$ cat src/rtl/tcm_arb_pkg.sv
// rtl/tcm_arb_pkg.sv - shared types and constants for the TCM port arbiter
package tcm_arb_pkg;

    typedef enum logic [1:0] {
        RESP_NONE = 2'd0,
        RESP_I    = 2'd1,
        RESP_D    = 2'd2
    } resp_src_t;

    localparam logic [31:0] TCM_BASE_ADDR_DEFAULT = 32'h8000_0000;
    localparam int          TAG_W                 = 11;

endpackage

$ cat src/rtl/tcm_arb_rr.sv
// rtl/tcm_arb_rr.sv - 2-way round-robin grant, pointer flips only on contention
module tcm_arb_rr (
    input  logic clk_i,
    input  logic rst_i,
    input  logic req_i_i,
    input  logic req_d_i,
    output logic gnt_i_o,
    output logic gnt_d_o
);

    // ptr_q = 0 favours the fetch port, 1 favours the data port
    logic ptr_q;
    logic ptr_d;

    always_comb begin
        gnt_i_o = 1'b0;
        gnt_d_o = 1'b0;
        ptr_d   = ptr_q;
        if (!rst_i) begin
            if (req_i_i && req_d_i) begin
                gnt_i_o = ~ptr_q;
                gnt_d_o = ptr_q;
                ptr_d   = ~ptr_q;
            end else begin
                gnt_i_o = req_i_i;
                gnt_d_o = req_d_i;
            end
        end
    end

    always_ff @(posedge clk_i) begin
        if (rst_i) begin
            ptr_q <= 1'b0;
        end else begin
            ptr_q <= ptr_d;
        end
    end

endmodule

$ cat src/rtl/tcm_port_arb.sv
// rtl/tcm_port_arb.sv - shares one single-ported 64-bit TCM between fetch and data ports
module tcm_port_arb
    import tcm_arb_pkg::*;
#(
    parameter logic [31:0] BASE_ADDR = TCM_BASE_ADDR_DEFAULT,
    parameter int          ADDR_W    = 16
) (
    input  logic              clk_i,
    input  logic              rst_i,
    input  logic              mem_i_rd_i,
    input  logic [31:0]       mem_i_pc_i,
    output logic              mem_i_accept_o,
    output logic              mem_i_valid_o,
    output logic              mem_i_error_o,
    output logic [63:0]       mem_i_inst_o,
    input  logic [31:0]       mem_d_addr_i,
    input  logic [31:0]       mem_d_data_wr_i,
    input  logic              mem_d_rd_i,
    input  logic [3:0]        mem_d_wr_i,
    input  logic [TAG_W-1:0]  mem_d_req_tag_i,
    output logic              mem_d_accept_o,
    output logic              mem_d_ack_o,
    output logic              mem_d_error_o,
    output logic [31:0]       mem_d_data_rd_o,
    output logic [TAG_W-1:0]  mem_d_resp_tag_o,
    output logic              ram_en_o,
    output logic [ADDR_W-4:0] ram_addr_o,
    output logic [7:0]        ram_be_o,
    output logic [63:0]       ram_wdata_o,
    input  logic [63:0]       ram_rdata_i
);

    logic        d_req;
    logic        d_is_wr;
    logic        gnt_i;
    logic        gnt_d;
    logic [31:0] off_i;
    logic [31:0] off_d;
    logic        in_range_i;
    logic        in_range_d;

    resp_src_t        resp_q, resp_d;
    logic             err_q, err_d;
    logic             wr_q, wr_d;
    logic             hi_q, hi_d;
    logic [TAG_W-1:0] tag_q, tag_d;

    logic unused_bits;

    assign d_is_wr = |mem_d_wr_i;
    assign d_req   = mem_d_rd_i | d_is_wr;

    tcm_arb_rr u_rr (
        .clk_i   (clk_i),
        .rst_i   (rst_i),
        .req_i_i (mem_i_rd_i),
        .req_d_i (d_req),
        .gnt_i_o (gnt_i),
        .gnt_d_o (gnt_d)
    );

    // Unsigned wrap-around subtract: anything below BASE_ADDR lands far out of range
    assign off_i      = mem_i_pc_i - BASE_ADDR;
    assign off_d      = mem_d_addr_i - BASE_ADDR;
    assign in_range_i = (off_i[31:ADDR_W] == '0);
    assign in_range_d = (off_d[31:ADDR_W] == '0);

    assign unused_bits = ^{off_i[2:0], off_d[1:0]};

    always_comb begin
        ram_en_o    = 1'b0;
        ram_addr_o  = '0;
        ram_be_o    = 8'h00;
        ram_wdata_o = 64'h0;
        resp_d      = RESP_NONE;
        err_d       = 1'b0;
        wr_d        = 1'b0;
        hi_d        = 1'b0;
        tag_d       = '0;
        if (gnt_i) begin
            ram_en_o   = in_range_i;
            ram_addr_o = off_i[ADDR_W-1:3];
            resp_d     = RESP_I;
            err_d      = ~in_range_i;
        end else if (gnt_d) begin
            ram_en_o   = in_range_d;
            ram_addr_o = off_d[ADDR_W-1:3];
            resp_d     = RESP_D;
            err_d      = ~in_range_d;
            wr_d       = d_is_wr;
            hi_d       = off_d[2];
            tag_d      = mem_d_req_tag_i;
            if (d_is_wr && in_range_d) begin
                ram_wdata_o = {mem_d_data_wr_i, mem_d_data_wr_i};
                ram_be_o    = off_d[2] ? {mem_d_wr_i, 4'b0000} : {4'b0000, mem_d_wr_i};
            end
        end
    end

    always_ff @(posedge clk_i) begin
        if (rst_i) begin
            resp_q <= RESP_NONE;
            err_q  <= 1'b0;
            wr_q   <= 1'b0;
            hi_q   <= 1'b0;
            tag_q  <= '0;
        end else begin
            resp_q <= resp_d;
            err_q  <= err_d;
            wr_q   <= wr_d;
            hi_q   <= hi_d;
            tag_q  <= tag_d;
        end
    end

    assign mem_i_accept_o = gnt_i;
    assign mem_d_accept_o = gnt_d;

    // Responses are masked while reset is high so an in-flight access never surfaces
    always_comb begin
        mem_i_valid_o    = 1'b0;
        mem_i_error_o    = 1'b0;
        mem_i_inst_o     = 64'h0;
        mem_d_ack_o      = 1'b0;
        mem_d_error_o    = 1'b0;
        mem_d_data_rd_o  = 32'h0;
        mem_d_resp_tag_o = '0;
        if (!rst_i) begin
            if (resp_q == RESP_I) begin
                mem_i_valid_o = 1'b1;
                mem_i_error_o = err_q;
                mem_i_inst_o  = err_q ? 64'h0 : ram_rdata_i;
            end
            if (resp_q == RESP_D) begin
                mem_d_ack_o      = 1'b1;
                mem_d_error_o    = err_q;
                mem_d_resp_tag_o = tag_q;
                if (!err_q && !wr_q) begin
                    mem_d_data_rd_o = hi_q ? ram_rdata_i[63:32] : ram_rdata_i[31:0];
                end
            end
        end
    end

endmodule

$ cat config.mk
export PLATFORM = sky130hd
export DESIGN_NAME = tcm_port_arb
export DESIGN_NICKNAME = d
export VERILOG_FILES = /design/src/rtl/tcm_arb_pkg.sv /design/src/rtl/tcm_arb_rr.sv /design/src/rtl/tcm_port_arb.sv
export SDC_FILE = /design/constraint.sdc
export NUM_CORES = 1
export LEC_CHECK = 0
export CAP_MARGIN = 20
export CORE_AREA = 2 2 145 147
export DETAILED_ROUTE_END_ITERATION = 8
export DIE_AREA = 0 0 147 149
export SLEW_MARGIN = 10
export SYNTH_ARGS = -nofsm -noshare
export SYNTH_HDL_FRONTEND = slang
export SYNTH_SLANG_ARGS = --single-unit
$ cat constraint.sdc
create_clock -name clk_i -period 2.55 [get_ports clk_i]
set_input_delay 0.51 -clock clk_i [delete_from_list [all_inputs] [get_ports clk_i]]
set_output_delay 0.51 -clock clk_i [all_outputs]
set_load 0.1 [all_outputs]
==> parameters.txt <==
Parameter                              Value

Outcome
  Result of the run    finished with violations
  Violations in the final reports    setup timing

Synth
  Share of Yosys cell area claimed by the top area cell type    roughly 34%
  Distinct cell type count of the synthesized netlist    32
  #FFs+latches synth    17
  Library cell with the highest instance count after synthesis    and2_1
  Cell area after synthesis    2310 µm²
  Yosys warnings    0
  Sequential area share after synthesis    ~15%
  Top FF cell, synth    dfxtp_1
  Cell types with the largest area share after synthesis    and2_1, dfxtp_1, mux2i_1
  Count of flip-flops with a built-in enable after synthesis    0
  Average size of a mapped cell    7.36 µm²
  Fraction of synthesis flops using an asynchronous set or reset pin    0%
  Cell type with the largest total area after synthesis    and2_1
  Number of standard cells after synthesis    314
  Commonest cells in the synthesized netlist    and2_1, nor2_1, buf_4, mux2i_1, dfxtp_1
  Net count of the mapped netlist    493

Critical path
  Critical Path Sink Type    output pin
  Cell mode on critical path    buf_12
  Stage delay of the slowest cell on the critical path    between 300 and 400 ps
  WP data arrival    2080 ps
  Startpoint type of the worst setup path    input port
  Required time of the critical path    about 2000 ps
  Crit path max fanout    8
  Critical Path, Cell by Cell    buf_2 -> nor4_4 -> buf_4 -> a211o_4 -> nor3_4 -> buf_6 -> buf_12 -> and2_4 -> buf_12
  CP Buf/Inv Count    5
  Largest delay contributor family on the critical path    buffers and inverters
  Worst Path Class, Setup    input port to output pin
  Highest-delay cell along the critical path    a211o_4

STA
  Maximum frequency from static timing analysis    roughly 390 MHz
  Final period util    102%
  Final number of setup-violating endpoints    64
  Rel. slew slack    slightly below 80%
  Setup skew after layout    approximately 1.3 ps
  Final period demand of the worst path    2590 ps
  Final worst setup slack    -40.4 ps
  RSZ-0062 raised after global routing    true
  Sum Neg Setup Slack    -1300 ps
  Final hold violation count    0
  Final max-slew violation count    0
  Measured slew at the worst slew-check pin    299 ps

Routing
  Initial DRC count    44
  First-pass detailed-route iteration total    4
  Routed len/inst    15.7 µm
  Number of routed nets with antenna violations    0
  Detailed-route via count    3,590
  Drt via density    3.77
  Remaining DRCs    0
  Sum of routed wire length over all layers    14.9 mm

Place
  HPWL reported at the end of detailed placement    12.9 mm
  Post-Place Setup Slack    -514 ps
  Number of placed instances with taps included    939
  Final estimated routing congestion in global placement    0.763
  Port-buffer cells    ~370

Power
  P_sw    approximately 780 µW
  Internal Dissipation    1080 µW
  Part of the total power dissipated in combinational logic    67.6%
  Power Dens Cells    between 200 and 250 nW/µm²
  Clock share of power    16.5%
  Worst supply voltage drop on vdd    169 µV
  Sequential cell fraction of total power    between 10% and 20%
  Leak pwr    0.00368 µW
  Switching power as a share of total power    41.8%

Global route
  Initial antenna violation count    0
  Pin count of the biggest net entering global routing    40
  Wire length of the first global-routing pass    22.0 mm
  Leftover overflow at the end of global routing    0
  Number of global-route vias before repair    3,685
  All-layer global routing usage    12.8%

Final layout
  Post-synthesis to final-layout area growth    299%
  Area of combinational cells with multiple inputs    2240 µm²
  Final cell utilization of the core    44.8%
  Fill cell instance count of the final layout    between 1,500 and 2,000
  Final-stage net count    roughly 860
  ANT cells    0
  Share of layout cells above drive strength 1    62.9%
  Final Instance Count excl. Fillers    roughly 950
  Register area    between 300 and 400 µm²

Clocking
  Clock edge transition at the registers on the reported setup and hold paths    roughly 50 ps
  TritonCTS clock tree    done
  Inserted Clock Buffers    3
  Clock latency on the worst-skew pair    about 240 ps
  Number of H-tree levels    1
  Library cell used as clock root buffer    clkbuf_16
  Post-CTS Hold Buffers    0
  # clock sinks    17
  Maximum buffer depth of the clock tree    2

Die
  Overall die area    roughly 22,000 µm²
  I/O pins    378
  Number of standard-cell rows in the floorplan    53
  Floorplan core area    20,600 µm²
  Height of the chip    149 µm
  Starting Density    11.2%
  Die W    147 µm

Job
  Number of maximum-capacitance violations    0

Worst hold path
  Type of the worst min-delay path    flip-flop to flip-flop
==> kinds of logic (layout without fill, tap and decap cells) <==
family,Yosys count,in the layout,share of synthesized area [%]
AO/OA/AOI/OAI,18,18,6.77
XOR/XNOR,1,1,0.379
buffers and inverters,57,420,15.8
flip-flops,17,17,14.7
multiplexers,32,32,13.9
AND/OR/NAND/NOR,189,189,48.4
==> layer usage <==
metal	part of all wire [%]	routed length, µm	vias to the layer above	track usage (%)
met2	54	8050	238	24.8
met3	9.2	1380	17	3.39
met4	2.1	307	0	2.88
met1	35	5190	1600	14.0
met5	0	0	-	0
li1	-	-	1735	-
==> placed cells by master, fill, tap and decap left out, types with 10 or more instances in the layout <==
cell | netlist | routed
buf_12 | 0 | 208
clkdlybuf4s50_1 | 0 | 146
and2_2 | 0 | 65
and2_4 | 0 | 45
mux2i_1 | 32 | 32
nor2_4 | 1 | 31
buf_4 | 33 | 25
dfxtp_1 | 17 | 16
and2_1 | 125 | 15
a22o_4 | 0 | 10
==> tightest hold or removal path: cells and delay by family, from the launching register on <==
family / cells / cell delay [ps]
xor+xnor: 1 / 90
simple gates: 1 / 70
flops: 1 / 390
==> cell type report <==
cell class	instances	area share (%)
Inverter	3	0.149
Multi-Input combinational cell	240	24.3
Tap cell	275	3.73
Timing Repair Buffer	413	67.2
Sequential cell	17	3.71
Clock buffer	4	0.855
==> repair_timing <==
item | in CTS | in global routing
setup endpoints to repair | 187 | 88
cloned | 3 | 0
buffers inserted | 7 | 1
pin swaps | 37 | 6
gates resized for setup | 76 | 15
==> registers in the layout (all words and copies together) (netlist names) <==
| signal | count |
|---|---|
| err_q | 1 |
| resp_q | 2 |
| hi_q | 1 |
| wr_q | 1 |
| u_rr.ptr_q | 1 |
| tag_q | 11 |
==> final timing paths <==
kind / from / to / slack [ps] / cells past startpoint
max: mem_d_wr_i[2] / ram_wdata_o[29] / -40 / 9
min: u_rr.ptr_q / u_rr.ptr_q / 580 / 2
max reg2reg: u_rr.ptr_q / tag_q[8] / 1090 / 7
min reg2reg: u_rr.ptr_q / u_rr.ptr_q / 580 / 2
==> metrics by stage <==
stage	total power (µW)	hold slack (ps)	area, µm²
2_1_floorplan	920	480	3010
3_3_place_gp	1540	509	8900
3_5_place_dp	1550	515	8900
4_1_cts	1870	581	9170
5_1_grt	1930	617	9220
6_report	1850	581	9220
==> power groups by stage <==
stage,combinational (µW),clock (µW),sequential (µW)
after floorplan,626,0,294
after CTS,1260,315,293
after detailed placement,1250,0,298
after global placement,1240,0,297
after global routing,1300,332,295
final,1250,307,293
(Power assumes the default switching activity.)
